`src/rtl/seq_alu.sv`:
```
// Multi-cycle ALU: single-cycle logic/arith ops plus iterative MUL/DIV/REM (one bit per cycle).
// Single-cycle ops complete in 1 cycle, MUL/DIV/REM in W+1; start is ignored while not ready.
module seq_alu #(
  parameter int W   = 8,
  parameter int OPW = 4
) (
  input  logic           clk,
  input  logic           reset,
  input  logic           start,
  input  logic [OPW-1:0] op,
  input  logic [W-1:0]   a,
  input  logic [W-1:0]   b,
  input  logic           carry_in,
  output logic           ready,
  output logic           busy,
  output logic           done,
  output logic [W-1:0]   rslt,
  output logic           carry_out,
  output logic           zero,
  output logic           pari
);

  typedef enum logic [1:0] {IDLE, RUN, DONE} state_t;

  localparam int CW = $clog2(W) + 1;

  localparam logic [OPW-1:0] OP_ADD = OPW'(0);
  localparam logic [OPW-1:0] OP_SUB = OPW'(1);
  localparam logic [OPW-1:0] OP_AND = OPW'(2);
  localparam logic [OPW-1:0] OP_OR  = OPW'(3);
  localparam logic [OPW-1:0] OP_XOR = OPW'(4);
  localparam logic [OPW-1:0] OP_SHL = OPW'(5);
  localparam logic [OPW-1:0] OP_SHR = OPW'(6);
  localparam logic [OPW-1:0] OP_NOT = OPW'(7);
  localparam logic [OPW-1:0] OP_CMP = OPW'(8);
  localparam logic [OPW-1:0] OP_MOV = OPW'(9);
  localparam logic [OPW-1:0] OP_MUL = OPW'(10);
  localparam logic [OPW-1:0] OP_DIV = OPW'(11);
  localparam logic [OPW-1:0] OP_REM = OPW'(12);

  localparam logic [CW-1:0] CNT_LAST = CW'(W - 1);
  localparam logic [CW-1:0] CNT_MAX  = CW'(W);
  localparam logic [W:0]    W_VAL    = (W + 1)'(W);

  state_t         state;
  logic [OPW-1:0] op_q;
  logic [W-1:0]   a_q, b_q;
  logic [W-1:0]   hi, lo;
  logic [CW-1:0]  cnt;

  logic           accept, iter_op, res_load;
  logic [W:0]     sc_full, it_full, res_full;
  logic [W:0]     mul_sum, div_sh, div_diff;
  logic           div_ge;
  logic [W-1:0]   hi_nxt, lo_nxt;

  assign ready   = (state == IDLE) || (state == DONE);
  assign busy    = (state == RUN);
  assign done    = (state == DONE);
  assign accept  = ready && start;
  assign iter_op = (op == OP_MUL) || (op == OP_DIV) || (op == OP_REM);

  // Single-cycle ops work straight off the issue inputs; bit W is carry_out.
  always_comb begin
    sc_full = '0;
    case (op)
      OP_ADD:         sc_full = {1'b0, a} + {1'b0, b} + {{W{1'b0}}, carry_in};
      OP_SUB, OP_CMP: sc_full = {1'b0, a} - {1'b0, b} + {{W{1'b0}}, carry_in};
      OP_AND:         sc_full = {1'b0, a & b};
      OP_OR:          sc_full = {1'b0, a | b};
      OP_XOR:         sc_full = {1'b0, a ^ b};
      OP_SHL:         sc_full = ({1'b0, a} >= W_VAL) ? '0 : {1'b0, b << a};
      OP_SHR:         sc_full = ({1'b0, a} >= W_VAL) ? '0 : {1'b0, b >> a};
      OP_NOT:         sc_full = {1'b0, ~a};
      OP_MOV:         sc_full = {1'b0, a};
      default:        sc_full = '0;
    endcase
  end

  // hi/lo hold {accumulator, multiplier} for MUL and {remainder, quotient} for DIV/REM.
  always_comb begin
    mul_sum  = {1'b0, hi} + (lo[0] ? {1'b0, a_q} : '0);
    div_sh   = {hi, lo[W-1]};
    div_ge   = div_sh >= {1'b0, b_q};
    div_diff = div_sh - {1'b0, b_q};
    if (op_q == OP_MUL) begin
      hi_nxt = mul_sum[W:1];
      lo_nxt = {mul_sum[0], lo[W-1:1]};
    end else begin
      hi_nxt = div_ge ? div_diff[W-1:0] : div_sh[W-1:0];
      lo_nxt = {lo[W-2:0], div_ge};
    end
    case (op_q)
      OP_MUL:  it_full = {|hi_nxt, lo_nxt};
      OP_DIV:  it_full = (b_q == '0) ? {1'b1, {W{1'b1}}} : {1'b0, lo_nxt};
      default: it_full = (b_q == '0) ? {1'b1, a_q} : {1'b0, hi_nxt};
    endcase
  end

  assign res_load = (accept && !iter_op) || ((state == RUN) && (cnt == CNT_LAST));
  assign res_full = (state == RUN) ? it_full : sc_full;

  always_ff @(posedge clk) begin
    if (reset) begin
      state     <= IDLE;
      op_q      <= '0;
      a_q       <= '0;
      b_q       <= '0;
      hi        <= '0;
      lo        <= '0;
      cnt       <= '0;
      rslt      <= '0;
      carry_out <= 1'b0;
      zero      <= 1'b0;
      pari      <= 1'b0;
    end else begin
      case (state)
        IDLE, DONE: begin
          if (start) begin
            op_q <= op;
            a_q  <= a;
            b_q  <= b;
            cnt  <= '0;
            if (iter_op) begin
              state <= RUN;
              hi    <= '0;
              lo    <= (op == OP_MUL) ? b : a;
            end else begin
              state <= DONE;
            end
          end else begin
            state <= IDLE;
          end
        end
        RUN: begin
          hi  <= hi_nxt;
          lo  <= lo_nxt;
          cnt <= (cnt == CNT_MAX) ? cnt : cnt + 1'b1;
          if (cnt == CNT_LAST) state <= DONE;
        end
        default: state <= IDLE;
      endcase
      if (res_load) begin
        rslt      <= res_full[W-1:0];
        carry_out <= res_full[W];
        zero      <= ~|res_full[W-1:0];
        pari      <= ^res_full[W-1:0];
      end
    end
  end

endmodule
```
`config.mk`:
```
export PLATFORM = sky130hd
export DESIGN_NAME = seq_alu
export DESIGN_NICKNAME = d
export VERILOG_FILES = /design/src/rtl/seq_alu.sv
export SDC_FILE = /design/constraint.sdc
export NUM_CORES = 1
export LEC_CHECK = 0
export CAP_MARGIN = 25
export CORE_UTILIZATION = 55
export DETAILED_ROUTE_END_ITERATION = 10
export PLACE_DENSITY = 0.78
export SLEW_MARGIN = 15
export SYNTH_ARGS = -nofsm -noshare
export SYNTH_HDL_FRONTEND = slang
export SYNTH_SLANG_ARGS = --single-unit
export TNS_END_PERCENT = 50
```
`constraint.sdc`:
```
create_clock -name clk -period 4.87 [get_ports clk]
set_clock_uncertainty 0.1 [all_clocks]
set_input_delay 1.2175 -clock clk [delete_from_list [all_inputs] [get_ports clk]]
set_output_delay 1.2175 -clock clk [all_outputs]
set_load 0.02 [all_outputs]
```
**Word level (Yosys, flattened, before mapping)**

Index checks and enable logic that the tools add are counted.

- Add/sub/neg operators: 7
- Multipliers: 0
- Div/mod/pow operators: 0
- $lt $le $gt $ge: 2
- Equal/unequal tests: 22
- Shift operators: 2
- Muxes and demuxes: 25
- Bitwise logic cells: 4
- Reduce and logical (&&, ||, !) cells: 21

Operators by type and width:

| kind | number |
|---|---|
| two-way mux 8 bit | 11 |
| case mux 9 bit (9 select lines) | 1 |
| equality test 4 bit, second input constant | 8 |
| case mux 8 bit (2 select lines) | 2 |
| two-way mux 9 bit | 3 |
| equality test 4 x 3 -> 1 bit, second input constant | 5 |
| adder 8 x 8 -> 9 bit | 2 |
| adder 9 x 1 -> 9 bit | 2 |
| case mux 9 bit (2 select lines) | 1 |
| OR reduction 8 bit | 2 |
| greater-or-equal comparator 9 x 8 -> 1 bit | 1 |
| subtractor 8 x 8 -> 9 bit | 1 |
| bitwise AND 8 bit | 1 |
| equality test 4 x 2 -> 1 bit, second input constant | 2 |
| greater-or-equal comparator 8 x 4 -> 1 bit, second input constant | 1 |
| zero test 8 bit | 1 |
| two-way mux 4 bit | 2 |
| inverter 8 bit | 1 |
| bitwise OR 8 bit | 1 |
| case mux 4 bit (2 select lines) | 1 |
| parity 8 bit | 1 |
| << shifter 8 x 8 -> 8 bit | 1 |
| right shift 8 x 8 -> 8 bit | 1 |
| subtractor 8 bit | 1 |
| other kinds (18) | 30 |

- Bits in registers: 53
- Bits in latches: 0
- Bits in writable memories: 0
- Memory bits (read-only): 0
- Memories: 0

**Depth between registers and ports, before layout**

Gate-level depths: netlist (run 1).

- Depth in word-level cells: 8
- Depth in mapped cells: 17

**Least setup slack after synthesis (run 1)**

No wires, ideal clock.

- Path type: input to register
- From: input port a[1]
- To: register pari
- Data arrival time: 4.622 ns
- Required time: 4.684 ns
- Slack: 0.062 ns
- Cell stages on the path: 16
- Buffers on the path: 1
- Cell sequence: clkbuf_1 -> inv_1 -> ha_1 -> inv_1 -> fa_1 -> a211oi_1 -> o21bai_1 -> a21oi_1 -> xnor2_1 -> a221o_2 -> a21oi_1 -> and2_1 -> ha_1 -> xnor2_1 -> xnor2_1 -> a211oi_1

- Word-level cells in the longest chain between the ends: 5
- Elaborated cells between the ends (all ways): 16
- Those cells by class: 4 x add/sub; 1 x order compare; 2 x shift; 4 x mux; 4 x bitwise; 1 x reduce/logical

RTL lines:

| what | line | source |
|---|---|---|
| from (decl) | 11 | `input logic [W-1:0] a,` |
| subtractor 8 x 8 -> 9 bit, or another cell as far along | 68 | `OP_SUB, OP_CMP: sc_full = {1'b0, a} - {1'b0, b} + {{W{1'b0}}, carry_in};` |
| adder 9 x 1 -> 9 bit, or another cell as far along | 68 |  |
| case mux 9 bit (9 select lines) * | 66 | `case (op)` |
| two-way mux 9 bit * | 101 | `assign res_full = (state == RUN) ? it_full : sc_full;` |
| parity 8 bit * | 147 | `pari <= ^res_full[W-1:0];` |
| to (signal assigned) | 147 |  |
| to (decl) | 20 | `output logic pari` |

Every way passes the cells marked *; elsewhere a longest branch is shown, timed or not.
A chain may end at the register's enable or synchronous reset.

**Worst setup path after layout (run 1)**

- From: input port carry_in
- To: register pari

- Word-level cells in the longest chain between the ends: 4
- Elaborated cells between the ends (all ways): 5
- Those cells by class: 2 x add/sub; 2 x mux; 1 x reduce/logical

RTL lines:

| what | line | source |
|---|---|---|
| from (decl) | 13 | `input logic carry_in,` |
| adder 9 x 1 -> 9 bit, on equally long branches | 68, 67 |  |
| case mux 9 bit (9 select lines) * | 66 |  |
| two-way mux 9 bit * | 101 |  |
| parity 8 bit * | 147 |  |

Marked as above.

==> reports/results.tsv, run 1 <==
metric	value	unit
first_iter_violations	519	
pre_cts_ws	-258	ps
root_buffer	clkbuf_8	
cp.arrival	4870	ps
drc	0	
synth_flop_cell	dfxtp_1	
dp_hpwl	13.5	mm
synth_seq_area_share	19.1	%
holdWs	380	ps
ctsResizeCount	0	
drv_cap	0	
path_buf_inv	3	
yosys.area.top_type_share	19.1	%
max_stage_delay	500	ps
drt-vias-per-instance	6.40	
area_growth	15.5	%
slowest_stage	clkdlybuf4s50_1	
outcome	finished clean	
n_fill_cell	875	
cp-start-kind	input pin	
cp_common_cell	ha_1	
fp-row-count	36	
start_util	56.9	%
grt_usage	35.0	%
gp_congestion	0.983	
clock_latency	330	ps
drive_above_1_share	11.5	%
antenna_cells	0	
portBuffers	37	
stdcell_area	6420	um2
synth_cell_type_count	74	
grt_pass1_vias	5557	
crit_fanout	2	
dr.pass1.iters	5	
syn-cell-area	5560	um2
finalWorstSetupSlack	137	ps
dieHeight	103	um
io-pin-count	38	
cts_buffers	5	
min_period_over_period	97.2	%
cp.required	5000	ps
chipWidth	103	um
cp_cell_sequence	clkdlybuf4s50_1 -> inv_1 -> ha_1 -> inv_1 -> ha_1 -> fa_1 -> a211oi_2 -> o21bai_2 -> a21oi_2 -> xnor2_1 -> a221o_2 -> a21oi_2 -> and2_1 -> ha_1 -> xnor2_2 -> xnor2_1 -> a211oi_2	
utilization	65.7	%
dieArea	10500	um2
rsz0062_at_grt	false	
cp_top_family	compound AO/OA/AOI/OAI gates	
crit_type	input pin to flip-flop	
post-cts-setup-buffers	0	
cp-end-kind	flip-flop	
slew_viol_final	0	
synthCells	759	
nNetsFinal	885	
synth_simple_gate_area_share	22.5	%
peakVddDrop	0.000178	V
cts_hold_buffers	0	
hold_viol_final	0	
grt_pass1_wl	28.5	mm
final_common_cell	nand2_1	
final_cell_mix	nand2_1, nor2_1, a21oi_1	
synth.largest_area_cell	dfxtp_1	
ant_nets	0	
syn_nets	842	
synth_edf_count	0	
placed_cell_area	6270	um2
fmax	211	MHz
grt_max_degree	55	
power_density	226	nW/um2
avgSynthCellArea	7.33	um2
p_leak	2.60	nW
cts_max_path_buffers	2	
cts.sinks	53	
design.core.area	9770	um2
dp.cells	928	
fin_crit	4730	ps
synth_xor_area_share	3.47	%
max-slew-margin-rel	30.0	%
setup_viol	0	
synth_area_leaders	dfxtp_1, ha_1, a21oi_1, nand2_1, nor2_1	
synth.ff_latch_count	53	
synth_top_family_by_area	compound AO/OA/AOI/OAI gates	
synth_compound_area_share	28.0	%
drt-wirelength-per-cell	19.0	um
cts_max_level	2	
antenna_found_initial	0	
wirelength	17.8	mm
worst_slew_pin_slew	1050	ps
cts_tree	built	
clkTransAtPathRegs	100	ps
worstHoldPathType	flip-flop to flip-flop	
vias	5995	
synth_adder_area_share	14.0	%
overflow	0	
synthArstFlopShare	0	%
yosys_warnings	0	
fin_cells	936	
synthMuxAreaShare	5.92	%
[tightest hold or removal path: stages (launching register included)]
cell and delay (ps):
dfxtp_1 330, nand2_1 50, a21oi_1 50
[Yosys cell counts, drive strengths merged (5+ instances only)]
| master | number |
|---|---|
| a22oi | 13 |
| a311oi | 8 |
| nor2 | 73 |
| mux2i | 16 |
| a31oi | 10 |
| a211oi | 26 |
| clkbuf | 47 |
| o21ai | 30 |
| a2111oi | 5 |
| nand2 | 95 |
| fa | 5 |
| ha | 54 |
| a21oi | 77 |
| mux4 | 7 |
| o311ai | 5 |
| nand3 | 24 |
| a21o | 6 |
| nor3 | 18 |
| and2 | 9 |
| o211ai | 9 |
| nand2b | 10 |
| inv | 52 |
| dfxtp | 53 |
| xnor2 | 19 |
| nor2b | 8 |
[kinds of logic (layout without fill, tap and decap cells)]
| kind of cell | Yosys count | in the layout |
|---|---|---|
| buffers and inverters | 103 | 147 |
| DFF | 53 | 53 |
| and+or+nand+nor | 266 | 266 |
| xor gates and xnor gates | 22 | 22 |
| adders and majority gates | 59 | 59 |
| AOI/OAI and AO/OA | 232 | 232 |
| muxes | 24 | 24 |
[layout make-up]
type / count / area, um2 / share of cell area [%]
Multi-Input combinational cell: 603 / 4140 / 64.4
Sequential cell: 53 / 1060 / 16.5
Timing Repair Buffer: 87 / 743 / 11.6
Inverter: 52 / 195 / 3.04
Tap cell: 133 / 166 / 2.59
Clock buffer: 5 / 68.8 / 1.07
Clock inverter: 3 / 50.0 / 0.780
[metrics by stage]
step / power [W] / setup TNS (ps)
final: 0.00145 / 0
after global routing: 0.00152 / 0
after CTS: 0.00142 / 0
after detailed placement: 0.00110 / -258
after global placement: 0.00108 / -72.3
after floorplan: 0.000899 / 0
[layer usage]
layer  vias up  share of wire (%)  global-route usage (%)
li1       2834                  -                       -
met1      2833                 44                    48.5
met2       292                 46                    56.5
met3        36                8.2                    5.22
met4         0                2.2                    10.1
met5         -                  0                       0
[power breakdown]
| part | switching (W) | internal, W | leakage [nW] |
|---|---|---|---|
| combinational | 0.000364 | 0.000267 | 2.11 |
| clock | 0.000176 | 0.000158 | 0.0603 |
| sequential | 0.0000274 | 0.000460 | 0.434 |
[flip-flops by register name, indices dropped and copies added, names as in the netlist, 2 cells and up]
name	cells
a_q	8
b_q	8
hi	8
lo	8
rslt	8
cnt	4
op_q	4
state	2
[final timing paths]
kind	start	end	slack, ps	cells past startpoint
max	carry_in	pari	140	17
min	op_q[1]	op_q[1]	380	2
max reg2reg	b_q[3]	pari	770	13
min reg2reg	op_q[1]	op_q[1]	380	2
No activity file was read; power rests on OpenSTA's default activity.
==> run 2, diff against run 1 <==
--- a/config.mk
+++ b/config.mk
@@ -5,6 +5,7 @@
 export SDC_FILE = /design/constraint.sdc
 export NUM_CORES = 1
 export LEC_CHECK = 0
+export ABC_AREA = 1
 export CAP_MARGIN = 25
 export CORE_UTILIZATION = 55
 export DETAILED_ROUTE_END_ITERATION = 10
==> run 2 against run 1 <==
Net effect: via count increased by 9.2%; die area up 6.1%; synthesized area is 6.3% higher; setup slack better by 420 ps; clock-buffer cell count did not move; combinational power up 10%; synthesized cell count up 28%; register-to-register slack improved by 610 ps; critical path type unchanged; critical endpoint unchanged.
==> reports/results.tsv, run 2 <==
metric	value	unit
synth_cell_type_count	49	
slew_viol_final	0	
fmax	232	MHz
chipWidth	106	um
hold_viol_final	0	
clkTransAtPathRegs	100	ps
area_growth	11.4	%
drt-vias-per-instance	5.73	
fin_tns_setup	0	ps
portBuffers	37	
drt-wirelength-per-cell	15.8	um
dp.cells	1134	
r2r_start	op_q[3]	
synth_flop_cell	dfxtp_1	
hp-start	op_q[3]	
clock_latency	320	ps
antenna_cells	0	
synth.largest_area_cell	dfxtp_1	
synthArstFlopShare	0	%
dieArea	11200	um2
synth_edf_count	0	
cts_tree	built	
synthCells	971	
synth_common_cells	nand2_1, inv_1, nand3_1	
grt_usage	33.6	%
slowest_stage	clkdlybuf4s50_1	
fin_cells	1142	
drv_cap	0	
post-cts-setup-buffers	0	
rsz0062_at_grt	false	
cp-start-kind	input pin	
fp-row-count	37	
peakVddDrop	0.000139	V
antenna_found_initial	0	
vias	6549	
io-pin-count	38	
cts.sinks	53	
yosys_warnings	0	
grt_pass1_vias	6026	
grt_pass1_wl	29.5	mm
final_cell_mix	nand2_1, inv_1, nand3_1	
avgSynthCellArea	6.08	um2
worst_slew_pin_slew	616	ps
drive_above_1_share	8.45	%
root_buffer	clkbuf_8	
cts_buffers	5	
cp-end-kind	flip-flop	
syn-cell-area	5910	um2
synth.ff_latch_count	53	
cp.arrival	4400	ps
max-slew-margin-rel	58.5	%
syn_nets	1054	
crit_fanout	7	
synth_seq_area_share	18.0	%
cts_max_level	2	
min_period_over_period	88.6	%
synth_area_leaders	dfxtp_1, nand2_1, ha_1, inv_1, nand3_1	
p_leak	3.36	nW
drc	0	
ant_nets	0	
worstSetupStartpoint	b[6]	
yosys.area.top_type_share	18.0	%
design.core.area	10400	um2
crit_type	input pin to flip-flop	
cp_top_family	adder cells	
cts_hold_buffers	0	
dp_hpwl	14.4	mm
ctsResizeCount	0	
first_iter_violations	580	
max_stage_delay	590	ps
cp.required	4950	ps
dr.pass1.iters	5	
overflow	0	
wirelength	18.1	mm
outcome	finished clean	
start_util	57.0	%
worstHoldPathType	flip-flop to flip-flop	
cts_max_path_buffers	2	
setup_viol	0	
n_fill_cell	1001	
path_buf_inv	3	
final_common_cell	nand2_1	
gp_congestion	1.01	
dieHeight	106	um
cp_cell_sequence	clkdlybuf4s50_1 -> inv_1 -> ha_1 -> inv_1 -> ha_1 -> a21oi_1 -> and2_0 -> nand2_1 -> nand2_1 -> nand3_1 -> nand4_1 -> nand2_1 -> and2_1 -> ha_1 -> xnor2_1 -> xnor2_1 -> a21oi_1	
nNetsFinal	1088	
yosys.cell_count.top_type	nand2_1	
holdWs	361	ps
grt_max_degree	25	
fin_crit	4320	ps
power_density	235	nW/um2
## run 2: changes by cell type in the layout (fill, tap and decap cells not counted), moves of 10 or more
cell,previous run,this run
nand2b_1,10,0
mux2i_1,16,0
nand3_1,24,79
nand4_1,4,31
o21ai_0,15,75
buf_4,50,19
xnor2_1,18,5
a22oi_1,13,0
inv_1,49,129
a211oi_1,20,1
nand2_2,1,13
nand2_1,94,246
## run 2: tightest hold or removal path: stages, from the launching register on
cell and delay, ps:
dfxtp_1 310, inv_1 60, a21oi_1 50
## run 2: layer usage
layer / vias up / GRT usage (%) / share of wire (%)
li1: 3265 / - / -
met1: 2902 / 42.1 / 42
met2: 313 / 55.9 / 45
met3: 69 / 3.77 / 7.5
met4: 0 / 18.7 / 5.5
met5: - / 0 / 0
## run 2: cell families (layout without fill, tap and decap cells)
logic type,count (synthesis),count (layout),share of synthesized area (%)
AO/OA/AOI/OAI,189,189,17.4
XOR/XNOR,12,12,1.78
adder cells (fa/ha/maj),59,59,13.1
buffers and inverters,167,202,11.3
flip-flops,53,53,18.0
AND/OR/NAND/NOR,491,491,38.4
## run 2: cell type report
type | instances | area, um2 | area share (%)
Multi-Input combinational cell | 751 | 4180 | 63.5
Tap cell | 136 | 170 | 2.59
Timing Repair Buffer | 56 | 513 | 7.79
Clock buffer | 5 | 68.8 | 1.05
Sequential cell | 53 | 1060 | 16.1
Inverter | 138 | 518 | 7.87
Clock inverter | 3 | 68.8 | 1.05
## run 2: power breakdown
part           total, W  leakage, nW  internal [W]  switching (W)
clock          0.000362       0.0687      0.000207       0.000155
sequential     0.000490        0.436      0.000465      0.0000249
combinational  0.000694         2.85      0.000255       0.000439
## run 2: stage by stage
step | cell area (um2) | total power (W) | util, % | worst slack [ps]
after global placement | 6440 | 0.00117 | 62.1 | 259
after floorplan | 5910 | 0.000988 | - | 673
final | 6580 | 0.00155 | 63.5 | 554
after global routing | 6580 | 0.00165 | 63.5 | 301
after detailed placement | 6440 | 0.00118 | 62.1 | 244
after CTS | 6580 | 0.00154 | 63.5 | 576
## run 2: worst paths after layout
path,end,slack [ps],depth (start not counted)
hold / removal,op_q[3],360,2
setup / recovery,pari,550,17
hold reg to reg,op_q[3],360,2
setup reg to reg,pari,1380,16
